<file path="src/rtl/mesi_snoop_controller.sv">
// Bus-side MESI snoop controller: looks up snooped lines, flushes Modified
// data through a writeback handshake, downgrades or invalidates the local
// copy and reports sharing status back to the bus.
module mesi_snoop_controller #(
  parameter int ADDR_W   = 32,
  parameter int OFFSET_W = 4,
  parameter int INDEX_W  = 6,
  parameter int CNT_W    = 16,
  localparam int TAG_W   = ADDR_W - INDEX_W - OFFSET_W
) (
  input  logic               clk,
  input  logic               rst_n,
  input  logic               snoop_valid_i,
  output logic               snoop_ready_o,
  input  logic [1:0]         snoop_type_i,
  input  logic [ADDR_W-1:0]  snoop_addr_i,
  output logic               lookup_en_o,
  output logic [INDEX_W-1:0] lookup_index_o,
  output logic [TAG_W-1:0]   lookup_tag_o,
  input  logic               tag_hit_i,
  input  logic [1:0]         tag_state_i,
  output logic               st_we_o,
  output logic [INDEX_W-1:0] st_index_o,
  output logic [1:0]         st_state_o,
  output logic               wb_valid_o,
  output logic [INDEX_W-1:0] wb_index_o,
  input  logic               wb_ready_i,
  output logic               resp_valid_o,
  output logic               bus_shared_o,
  output logic               flush_o,
  output logic [CNT_W-1:0]   hit_cnt_o
);

  typedef enum logic [2:0] {IDLE, LOOKUP, COMPARE, WB, UPDATE} state_e;

  localparam logic [1:0] MESI_I = 2'b00;
  localparam logic [1:0] MESI_S = 2'b01;
  localparam logic [1:0] MESI_M = 2'b11;

  localparam logic [1:0] SNOOP_RD = 2'b01;
  localparam logic [1:0] SNOOP_WR = 2'b10;

  state_e             state_q, state_d;
  logic               isWr_q, isWr_d;
  logic [INDEX_W-1:0] index_q, index_d;
  logic [TAG_W-1:0]   tag_q, tag_d;
  logic               hit_q, hit_d;
  logic [1:0]         oldState_q, oldState_d;
  logic [1:0]         newState_q, newState_d;
  logic [CNT_W-1:0]   cnt_q, cnt_d;
  logic               effHit;

  // Offset bits select a byte within the line and play no part in the lookup.
  logic unusedOffset;
  assign unusedOffset = ^snoop_addr_i[OFFSET_W-1:0];

  assign lookup_index_o = index_q;
  assign lookup_tag_o   = tag_q;
  assign st_index_o     = index_q;
  assign wb_index_o     = index_q;
  assign st_state_o     = newState_q;
  assign hit_cnt_o      = cnt_q;

  // State register plus latched request and lookup results.
  always_ff @(posedge clk) begin
    if (!rst_n) begin
      state_q    <= IDLE;
      isWr_q     <= 1'b0;
      index_q    <= '0;
      tag_q      <= '0;
      hit_q      <= 1'b0;
      oldState_q <= MESI_I;
      newState_q <= MESI_I;
      cnt_q      <= '0;
    end else begin
      state_q    <= state_d;
      isWr_q     <= isWr_d;
      index_q    <= index_d;
      tag_q      <= tag_d;
      hit_q      <= hit_d;
      oldState_q <= oldState_d;
      newState_q <= newState_d;
      cnt_q      <= cnt_d;
    end
  end

  // Next-state logic and Moore outputs; a miss is recorded as old state I so
  // that no flush or state write can follow it.
  always_comb begin
    state_d       = state_q;
    isWr_d        = isWr_q;
    index_d       = index_q;
    tag_d         = tag_q;
    hit_d         = hit_q;
    oldState_d    = oldState_q;
    newState_d    = newState_q;
    cnt_d         = cnt_q;
    effHit        = 1'b0;
    snoop_ready_o = 1'b0;
    lookup_en_o   = 1'b0;
    st_we_o       = 1'b0;
    wb_valid_o    = 1'b0;
    resp_valid_o  = 1'b0;
    bus_shared_o  = 1'b0;
    flush_o       = 1'b0;

    case (state_q)
      IDLE: begin
        snoop_ready_o = 1'b1;
        if (snoop_valid_i && (snoop_type_i == SNOOP_RD || snoop_type_i == SNOOP_WR)) begin
          isWr_d  = (snoop_type_i == SNOOP_WR);
          index_d = snoop_addr_i[OFFSET_W +: INDEX_W];
          tag_d   = snoop_addr_i[ADDR_W-1 -: TAG_W];
          state_d = LOOKUP;
        end
      end
      LOOKUP: begin
        lookup_en_o = 1'b1;
        state_d     = COMPARE;
      end
      COMPARE: begin
        effHit     = tag_hit_i && (tag_state_i != MESI_I);
        hit_d      = effHit;
        oldState_d = effHit ? tag_state_i : MESI_I;
        if (!effHit) begin
          newState_d = MESI_I;
        end else if (isWr_q) begin
          newState_d = MESI_I;
        end else begin
          newState_d = MESI_S;
        end
        if (effHit && (cnt_q != {CNT_W{1'b1}})) begin
          cnt_d = cnt_q + CNT_W'(1);
        end
        state_d = (effHit && tag_state_i == MESI_M) ? WB : UPDATE;
      end
      WB: begin
        wb_valid_o = 1'b1;
        if (wb_ready_i) begin
          state_d = UPDATE;
        end
      end
      UPDATE: begin
        resp_valid_o = 1'b1;
        st_we_o      = hit_q && (newState_q != oldState_q);
        bus_shared_o = hit_q;
        flush_o      = hit_q && (oldState_q == MESI_M);
        state_d      = IDLE;
      end
      default: begin
        state_d = IDLE;
      end
    endcase
  end

endmodule

</file>
<file path="config.mk">
export PLATFORM = sky130hd
export DESIGN_NAME = mesi_snoop_controller
export DESIGN_NICKNAME = d
export VERILOG_FILES = /design/src/rtl/mesi_snoop_controller.sv
export SDC_FILE = /design/constraint.sdc
export NUM_CORES = 1
export LEC_CHECK = 0
export CELL_PAD_IN_SITES_DETAIL_PLACEMENT = 1
export CELL_PAD_IN_SITES_GLOBAL_PLACEMENT = 1
export CORE_ASPECT_RATIO = 0.6
export CORE_MARGIN = 1.5
export CORE_UTILIZATION = 31
export CTS_CLUSTER_DIAMETER = 60
export DETAILED_ROUTE_END_ITERATION = 8
export PLACE_DENSITY_LB_ADDON = 0.1
export REMOVE_ABC_BUFFERS = 1
export SLEW_MARGIN = 30
export SYNTH_ARGS = -nofsm -noshare
export SYNTH_HDL_FRONTEND = slang
export SYNTH_SLANG_ARGS = --single-unit
</file>
<file path="constraint.sdc">
create_clock -name clk -period 5.1 [get_ports clk]
set_input_delay 1.02 -clock clk [delete_from_list [all_inputs] [get_ports clk]]
set_output_delay 1.02 -clock clk [all_outputs]
set_load 0.005 [all_outputs]
</file>
==> metrics <==
DR DRC count=0; routability cong.=0.7207; status=finished clean; Die X=114.4 um; crit path from=state_q[2]$_SDFFE_PN0P_; post-synthesis sequential area ratio=0.4509; Routed Wire Length=6950 um; FMAX=340.9 MHz; final setup TNS=0 ps; critical path peak fanout=7; CP endpoint=flush_o; WHS=459.9 ps; wire length per cell=14.82 um; P&R area growth vs syn=50.24%; top cells by area, synth=dfxtp_1 45%, nand2_1 12%, a21oi_1 9.3%, buf_4 4.2%, mux2i_1 2.2%; Seq cells post-synth=52; FFs w/ async S/R, synth=0; slowest cell on the critical path=clkdlybuf4s50_1; post-layout util=0.4793; dominant cell type by area after synthesis=dfxtp_1; startpoint types=flop; Ports=106; Reg2Reg Depth=4; Finished Layout Cells=469; max_cap viols=0; DP HPWL=5033 um; FP Rows=24; setup repair bufs after CTS=0; Final Skew=6.673 ps; # setup viols final=0; Die Y=69.85 um; crit path DAT=1910 ps; Die Area=7991 um^2; Crit path depth=4; first-pass GRT wire length=11160 um; reg2reg end=hit_cnt_o[13]$_SDFFE_PN0P_; Final Slew Violations=0; H-tree levels=2; number of global-route vias before repair=2203; worst r2r src=state_q[1]$_SDFFE_PN0P_; Max IR drop VDD=0.1470 mV; Placed Cells=461; Vias=2276; CTS Sinks=52; critical-path cell list=nor3b_1, and2_1, and3_1, clkdlybuf4s50_1; Tmin final=2933 ps; crit path kind=reg2out; pin count of the biggest net entering global routing=30; 1st-iter DRT viols=47; cts repair resizes=0; Root Buffer=clkbuf_16; post-placement cell area=3314 um^2; FF-to-FF setup slack=2840 ps; post-route antenna net violation count=0; total power density per cell area=262.6 nW/um^2; leakage=1.183 nW; TritonCTS clock tree=done; fin nets=407; number of flops mapped to enable cells by yosys=0; Port Buf Inserts=100; total power draw=910.6 uW; initial core utilization=0.3190; ant diodes=0; Top Family by Delay on Critical Path=simple AND/OR/NAND/NOR gates; later-pin clock latency in the skew report=290 ps; Final WS setup=2167 ps; CTS Buffer Depth=2; GR Overflow Total=0; Post-Syn Area=2308 um^2; Clock transition at path regs=70 ps; Mapped Cells=280; top-area cell type share of the netlist area=0.4509; Slew @ Worst Pin=614.2 ps; Core Area=7237 um^2; final instance area=3468 um^2; CP max stage delay=500 ps; Yosys Warn Count=0; layout cells sized above 1=0.04384; RSZ-0062 raised after global routing=no; most frequently used flop master after synthesis=dfxtp_1; TritonRoute pass-1 iters=4; Filler cells=855; Hold Buf Count CTS=0; relative slew slack=0.5874; CP bufs+invs=1; GRT Total Usage=0.1773; initial antenna violation count=0; Worst EP required=4080 ps; Fin. Hold Viols=0; Hold Crit Class=reg2reg; final worst-path cycle share=0.5752; nature of the critical path endpoint=output pin; TritonCTS Buffers=5; post-synth cell types=39; post-synthesis area per instance=8.245 um^2; vias per cell=4.853; Setup WS pre-CTS=1967 ps
==> sequential cells by signal, summed over array words and instances (netlist names) <==
signal,cells
isWr_q,1
state_q,3
st_state_o,1
hit_cnt_o,16
lookup_index_o,6
oldState_q,2
hit_q,1
lookup_tag_o,22
==> layout by cell type, fill, tap and decap left out, drive strengths merged, types with 4 or more instances in the layout <==
cell type	count
a21oi	43
o31ai	5
dfxtp	52
nand2	75
nand2b	6
or4	5
nand4	6
clkbuf	6
nor4	4
mux2i	5
clkdlybuf4s50	100
nand3	5
nor2	5
nor3b	5
==> cells in the mapped netlist, types with 3 or more instances <==
cell / count
nor2_1: 5
or4_1: 5
or3_1: 3
and3_1: 3
nor3_1: 3
o21ai_0: 3
dfxtp_1: 52
a21oi_1: 43
nor4_1: 3
buf_4: 13
nand2_1: 74
nand3_1: 5
o31ai_1: 5
nand4_1: 6
mux2i_1: 5
nor3b_1: 4
clkbuf_1: 11
nand2b_1: 6
==> kinds of logic after synthesis <==
| logic type | synth area share |
|---|---|
| and+or+nand+nor | 0.2862 |
| AOI/OAI and AO/OA | 0.1556 |
| DFF | 0.4509 |
| buffers and inverters | 0.06938 |
| muxes | 0.02168 |
| adders and majority gates | 0.01084 |
| other | 0.001624 |
| xor gates and xnor gates | 0.003795 |
==> layer usage <==
metal  routed length (um)  vias to the layer above  GRT usage  part of all wire
li1                     -                     1133          -                 -
met1                 3464                     1085     0.2484              0.50
met2                 3062                       51     0.2695              0.44
met3                  363                        7    0.05507             0.052
met4                   61                        0    0.03333            0.0088
met5                    0                        -          0                 0
==> report_power, final <==
group / total, mW / internal [mW] / switching (mW)
logic: 0.128 / 0.0744 / 0.0534
registers: 0.433 / 0.421 / 0.0113
clock network: 0.350 / 0.195 / 0.155
total: 0.911 / 0.691 / 0.219
==> worst min-delay path, stage by stage (launching register included) <==
cell and delay (ps):
dfxtp_1 310, nand2_1 50, a21oi_1 50
==> area by class of cell <==
cell class	count	area, um^2	share of cell area
Inverter	3	11.26	0.003247
Multi-Input combinational cell	199	1109	0.3196
Clock buffer	6	138.9	0.04004
Timing Repair Buffer	103	1023	0.2951
Tap cell	104	130.1	0.03752
Sequential cell	52	1041	0.3001
Clock inverter	2	15.01	0.004329
==> worst min-delay path by stage <==
| stage | startpoint | end | slack [ps] | cells after the start |
|---|---|---|---|---|
| CTS | lookup_tag_o[0]$_SDFFE_PN0P_ | lookup_tag_o[0]$_SDFFE_PN0P_ | 460 | 2 |
| detailed placement | lookup_tag_o[0]$_SDFFE_PN0P_ | lookup_tag_o[0]$_SDFFE_PN0P_ | 450 | 2 |
| global placement | lookup_tag_o[11]$_SDFFE_PN0P_ | lookup_tag_o[11]$_SDFFE_PN0P_ | 440 | 2 |
| finish | lookup_tag_o[7]$_SDFFE_PN0P_ | lookup_tag_o[7]$_SDFFE_PN0P_ | 460 | 2 |
| global route | lookup_tag_o[2]$_SDFFE_PN0P_ | lookup_tag_o[2]$_SDFFE_PN0P_ | 490 | 2 |
| floorplan | hit_q$_SDFFE_PN0N_ | hit_q$_SDFFE_PN0N_ | 430 | 2 |
(Power assumes the default switching activity.)
